**src/rtl/input_buffer_pkg.sv**
```systemverilog
// Shared defaults and pointer/count types for the input_buffer staging FIFO.
package input_buffer_pkg;

  localparam int unsigned DEF_DATA_WIDTH = 24;
  localparam int unsigned DEF_ADDR_WIDTH = 2;
  localparam int unsigned DEF_DEPTH      = 1 << DEF_ADDR_WIDTH;

  typedef logic [DEF_ADDR_WIDTH-1:0] ptr_t;
  typedef logic [DEF_ADDR_WIDTH:0]   cnt_t;

endpackage : input_buffer_pkg

```
**src/rtl/input_buffer_ram.sv**
```systemverilog
// DEPTH x DATA_WIDTH storage with one write port, a registered read port
// and a synchronous clear; the read register can also be loaded directly.
module input_buffer_ram
  import input_buffer_pkg::*;
#(
  parameter int unsigned DATA_WIDTH = DEF_DATA_WIDTH,
  parameter int unsigned ADDR_WIDTH = DEF_ADDR_WIDTH
) (
  input  logic                  i_clk,
  input  logic                  i_rst,
  input  logic                  i_we,
  input  logic [ADDR_WIDTH-1:0] i_waddr,
  input  logic [DATA_WIDTH-1:0] i_wdata,
  input  logic                  i_re,
  input  logic [ADDR_WIDTH-1:0] i_raddr,
  input  logic                  i_byp,
  input  logic [DATA_WIDTH-1:0] i_byp_data,
  output logic [DATA_WIDTH-1:0] o_rdata
);

  localparam int unsigned DEPTH = 1 << ADDR_WIDTH;

  logic [DATA_WIDTH-1:0] mem_q [DEPTH];
  logic [DATA_WIDTH-1:0] rdata_q;

  always_ff @(posedge i_clk) begin
    if (i_rst) begin
      for (int unsigned i = 0; i < DEPTH; i++) begin
        mem_q[i] <= '0;
      end
      rdata_q <= '0;
    end else begin
      if (i_we) begin
        mem_q[i_waddr] <= i_wdata;
      end
      // A bypass load takes priority; it only occurs when nothing is stored.
      if (i_byp) begin
        rdata_q <= i_byp_data;
      end else if (i_re) begin
        rdata_q <= mem_q[i_raddr];
      end
    end
  end

  assign o_rdata = rdata_q;

endmodule : input_buffer_ram

```
**src/rtl/input_buffer.sv**
```systemverilog
// Synchronous staging FIFO ahead of the systolic array feeder.
// Define INPUT_BUFFER_BYPASS_EN for empty-buffer first-word fall-through.
module input_buffer
  import input_buffer_pkg::*;
#(
  parameter int unsigned DATA_WIDTH = DEF_DATA_WIDTH,
  parameter int unsigned ADDR_WIDTH = DEF_ADDR_WIDTH
) (
  input  logic                  i_clk,
  input  logic                  i_rst,
  input  logic                  i_rd,
  input  logic                  i_wr,
  input  logic [DATA_WIDTH-1:0] i_wr_data,
  output logic [DATA_WIDTH-1:0] o_data,
  output logic [ADDR_WIDTH:0]   o_count,
  output logic                  o_empty,
  output logic                  o_full
);

  localparam int unsigned CNT_W = ADDR_WIDTH + 1;
  localparam int unsigned DEPTH = 1 << ADDR_WIDTH;

  logic [ADDR_WIDTH-1:0] wr_ptr_q, wr_ptr_d;
  logic [ADDR_WIDTH-1:0] rd_ptr_q, rd_ptr_d;
  logic [CNT_W-1:0]      count_q, count_d;
  logic                  rd_acc, wr_acc, byp;

  assign o_empty = (count_q == '0);
  assign o_full  = (count_q == CNT_W'(DEPTH));

`ifdef INPUT_BUFFER_BYPASS_EN
  assign byp = o_empty & i_rd & i_wr;
`else
  assign byp = 1'b0;
`endif

  // A bypassed word never touches storage, so it is not an accepted write.
  assign rd_acc = i_rd & ~o_empty;
  assign wr_acc = i_wr & (~o_full | rd_acc) & ~byp;

  always_comb begin
    wr_ptr_d = wr_ptr_q;
    rd_ptr_d = rd_ptr_q;
    count_d  = count_q + CNT_W'(wr_acc) - CNT_W'(rd_acc);
    if (wr_acc) wr_ptr_d = wr_ptr_q + ADDR_WIDTH'(1);
    if (rd_acc) rd_ptr_d = rd_ptr_q + ADDR_WIDTH'(1);
  end

  always_ff @(posedge i_clk) begin
    if (i_rst) begin
      wr_ptr_q <= '0;
      rd_ptr_q <= '0;
      count_q  <= '0;
    end else begin
      wr_ptr_q <= wr_ptr_d;
      rd_ptr_q <= rd_ptr_d;
      count_q  <= count_d;
    end
  end

  assign o_count = count_q;

  input_buffer_ram #(
    .DATA_WIDTH(DATA_WIDTH),
    .ADDR_WIDTH(ADDR_WIDTH)
  ) u_ram (
    .i_clk      (i_clk),
    .i_rst      (i_rst),
    .i_we       (wr_acc),
    .i_waddr    (wr_ptr_q),
    .i_wdata    (i_wr_data),
    .i_re       (rd_acc),
    .i_raddr    (rd_ptr_q),
    .i_byp      (byp),
    .i_byp_data (i_wr_data),
    .o_rdata    (o_data)
  );

endmodule : input_buffer

```
**config.mk**
```make
export PLATFORM = sky130hd
export DESIGN_NAME = input_buffer
export DESIGN_NICKNAME = d
export VERILOG_FILES = /design/src/rtl/input_buffer_pkg.sv /design/src/rtl/input_buffer_ram.sv /design/src/rtl/input_buffer.sv
export SDC_FILE = /design/constraint.sdc
export NUM_CORES = 1
export LEC_CHECK = 0
export ABC_AREA = 1
export BUFFER_PORTS_ARGS = -buffer_cell sky130_fd_sc_hd__buf_2
export CAP_MARGIN = 20
export CORE_MARGIN = 8
export CORE_UTILIZATION = 59
export CTS_BUF_LIST = sky130_fd_sc_hd__clkbuf_4
export CTS_CLUSTER_SIZE = 12
export DETAILED_ROUTE_END_ITERATION = 10
export PLACE_DENSITY = 0.8
export SLEW_MARGIN = 40
export SYNTH_ARGS = -nofsm -noshare
export SYNTH_HDL_FRONTEND = slang
export SYNTH_SLANG_ARGS = --single-unit
```
**constraint.sdc**
```tcl
create_clock -name i_clk -period 4.6 [get_ports i_clk]
set_clock_uncertainty 0.1 [all_clocks]
set_input_delay 0.69 -clock i_clk [delete_from_list [all_inputs] [get_ports i_clk]]
set_output_delay 0.69 -clock i_clk [all_outputs]
set_load 0.01 [all_outputs]
```
# After elaboration in Yosys (flattened, before gate mapping)

Memories as Yosys holds them, arrays and structs flattened. A register that Yosys moved wholly into a read port is not among the register bits.
Cells that the tools add are included.

Register bits: 7
Memory bits (read-only): 0
Word-level logic and storage cells: 24
Output and inout port bits: 29
Memories: 1
Memory bits (writable): 96
Latch bits: 0
Bits of input ports: 28

Memories:

| name        | depth | width | read ports | clocked after memory_dff | write ports | RTL line               | text |
|---|---|---|---|---|---|---|---|
| u_ram.mem_q | 4     | 24    | 1          | 1                        | 4           | input_buffer_ram.sv:23 | `logic [DATA_WIDTH-1:0] mem_q [DEPTH];` |

Eq/ne operators: 1
Div/mod/pow operators: 0
Order comparisons: 0
Add/subtract/negate cells: 4
Shift operators: 0
Reductions and logical operators: 2
$mul: 0
Mux-type cells: 8
Bitwise operators: 5

Operator list:

| operator              | number |
|---|---|
| $mux W24              | 1 |
| $reduce_or A24 Y1     | 1 |
| $mux W1               | 6 |
| $add A2 B1 Y2 const B | 2 |
| $add A3 B1 Y3         | 1 |
| $eq A3 B3 Y1 const B  | 1 |
| $logic_not A3 Y1      | 1 |
| $sub A3 B1 Y3         | 1 |
| $and A1 B1 Y1         | 2 |
| $mux W2               | 1 |
| $not A1 Y1            | 2 |
| $or A1 B1 Y1          | 1 |

# Logic depth before layout (Yosys ltp)

Word-level depth: 10
Depth in mapped cells: 10
Depth with buffers taken out: 10

# Cells and area by module

Synthesis repeated with hierarchy kept, for this count alone.

Cell total of the unflattened synthesis: 669
Area, all modules: 5836.8 um^2

Modules (own cells, without submodules):

| module           | cells an instance | seq. area each (um^2) | instances | area an instance (um^2) |
|---|---|---|---|---|
| input_buffer_ram | 611               | 3363.2                | 1         | 5454.0 |
| input_buffer     | 58                | 140.1                 | 1         | 382.9 |

# Worst setup path after synthesis

Ideal clock, no wire load.

Path kind: input -> register
Start point: input port i_rd
End point: memory u_ram.mem_q[0][0] (netlist bit), enable pin
Buffers on the path: 0
Data required time: 4062 ps
Library setup time: 438 ps
Stages: 4
Setup slack: 1367 ps
Arrival: 2694 ps
Path through: inv_2 nand3_2 nand4_4 o21ai_0

RTL lines:

| what               | RTL line               | text |
|---|---|---|
| start: declaration | input_buffer.sv:11     | `input logic i_rd,` |
| end: declaration   | input_buffer_ram.sv:23 |  |

==> out/results.ini <==
[min_path]
holdCritPathClass = in2reg
hp-start = i_wr_data[6]

[logic_synthesis]
ys_types = 27
yosys_register_bits = 127
ys.flop_type = edfxtp_1
async_flop_share = 0
syn_area_per_cell_um2 = 9.01
syn_inst = 644
ys_seq_area_frac = 0.604
syn_nets = 674
synth_edf_count = 96
syn_area_um2 = 5800
ys_warn_count = 0

[placement]
portBuffers = 56
gp_congestion = 0.839
dp_hpwl_um = 7740

[detailed_routing]
firstDrtPassIters = 5
viasPerCell = 5.06
antenna_left = 0
route.detailed.drc = 0
drt_iter0_drc = 319
vias = 4249
wl_per_cell_um = 14.6
wl_um = 12300

[setup_path]
crit_buf_inv = 3
cp_data_arrival_time_ns = 2.60
max_stage_delay_ns = 0.52
r2r_cells = 9
slowest_stage = o21ai_2
start_kind = input pin
reg2reg_to = o_count[2]
cp-endpoint = u_ram.mem_q[0][3]
end_kind = flop
critical_path_depth = 5
rrSetupSlack_ns = 2.20
reg2reg_from = o_count[1]
path_delay_family = buffers and inverters
worstSetupPathType = in2reg
critPathLaunch = i_rst
critical_path.max_fanout = 31
required_ns = 4.73
cp_cell_sequence = buf_2 > inv_2 > nand4_4 > o21ai_2 > buf_4

[final_layout]
syn_to_final_growth_pct = 9.73
nNetsFinal = 723
insertedDiodeCount = 0
drive_gt1_frac = 0.174
fillers = 857

[die]
die_w_um = 115
rows = 36
core_area_um2 = 9640
die_area_um2 = 13300
boundaryPins = 57
die_h_um = 115
initial_core_util = 0.602

[cts]
cts_tree = done
clkTransAtPathRegs_ns = 0.11
cts_resized = 0
clk_path_buf_depth = 2
cts.sinks = 127
holdBufCountCts = 0
htreeDepth = 4
numCtsBuffers = 17
post_cts_buffers = 0
clockRootBuffer = clkbuf_4
clk_latency_ns = 0.54

[timing]
period_share = 0.537
fmax_mhz = 405
tightestPinTransition_ns = 0.735
hold_viol = 0
hold_slack_ns = 0.351
finalMaxSlewViolations = 0
min_period_ns = 2.47
setup_tns_ns = 0
grt_setup_unrepaired = false
setup_violations = 0
timing.slew.headroom = 0.509

[global_route]
grt_antenna_before_repair = 0
grt_pass1_wl_um = 19700
track_usage = 0.196
grt_pass1_vias = 4050
grt-ovfl-total = 0
grt_max_degree = 54

[flow_run]
max_cap_violations = 0

[power_and_ir_drop]
irDropWorstVdd_uv = 206
p_leak_nw = 3.01
pwr_density_cell_nw_per_um2 = 492

[run_status]
status = finished clean

==> sequential cells by signal (all words and copies together), names as in the netlist <==
signal / cells
u_ram.o_rdata: 24
rd_ptr_q: 2
u_ram.mem_q: 96
o_count: 3
wr_ptr_q: 2
==> worst min-delay path by stage <==
stage,endpoint,slack (ns),depth (start not counted)
floorplan,u_ram.o_rdata[10],0.42,4
global placement,wr_ptr_q[1],0.39,2
detailed placement,wr_ptr_q[1],0.39,2
CTS,rd_ptr_q[1],0.31,3
global route,u_ram.mem_q[3][6],0.32,3
finish,u_ram.mem_q[3][6],0.35,3
==> where the power goes <==
group,switching (mW),internal (mW)
Combinational,0.668,0.311
Clock,0.391,0.288
Sequential,0.0649,1.41
==> stage by stage <==
stage	cell area (um2)	total power [mW]	util	setup WS (ns)	cells
2_1_floorplan	5800	2.20	-	1.37	644
3_3_place_gp	6120	2.44	0.635	1.68	807
3_5_place_dp	6120	2.48	0.635	1.57	807
4_1_cts	6360	3.14	0.660	1.91	839
5_1_grt	6360	3.34	0.660	2.02	839
6_report	6360	3.13	0.660	2.13	839
==> cell usage in the layout (no fill, tap or decap), types with 9 or more instances in the layout <==
| cell | synthesis | final |
|---|---|---|
| nand2_1 | 98 | 98 |
| inv_1 | 81 | 80 |
| dfxtp_1 | 31 | 31 |
| o21ai_1 | 11 | 11 |
| buf_2 | 13 | 56 |
| buf_4 | 6 | 9 |
| edfxtp_1 | 96 | 96 |
| nor3_1 | 25 | 25 |
| clkbuf_4 | 0 | 22 |
| nand2_4 | 11 | 12 |
| nor2_1 | 191 | 191 |
| o21ai_0 | 44 | 40 |
==> worst min-delay path, cell delays in order <==
cell and delay, ns:
buf_2 0.11, nand2_4 0.05, inv_1 0.04
==> cell type report <==
cell class              count  area (um2)  area share
repair buffers             65         348      0.0547
clock buffers              22         165      0.0260
inverters                  84         315      0.0495
multi-input cells         398        1790       0.282
clock inverters            10        73.8      0.0116
well taps                 133         166      0.0262
flip-flops and latches    127        3500       0.551
==> layer usage <==
| layer | global-route usage | up-vias | wire length (um) |
|---|---|---|---|
| met2 | 0.318 | 142 | 5940 |
| li1 | - | 2125 | - |
| met4 | 0.0613 | 0 | 115 |
| met3 | 0.0667 | 11 | 1020 |
| met5 | 0 | - | 0 |
| met1 | 0.240 | 1971 | 5210 |
==> logic make-up after synthesis <==
logic type / share of synthesized area
flops: 0.604
simple gates: 0.248
fa+ha+maj: 0.00561
compound gates: 0.0501
buf+inv: 0.0904
xor+xnor: 0.00151
==> Yosys cell counts (3+ instances only) <==
library cell	count	share of area
a21oi_1	3	0.0026
buf_2	13	0.011
buf_4	6	0.0078
buf_6	3	0.0058
clkbuf_1	12	0.0078
dfxtp_1	31	0.11
edfxtp_1	96	0.50
inv_1	81	0.052
inv_2	3	0.0019
nand2_1	98	0.063
nand2_4	11	0.021
nor2_1	191	0.12
nor2_2	5	0.0054
nor3_1	25	0.022
o21ai_0	44	0.038
o21ai_1	11	0.0095
Power figures use the tool's default switching activity.
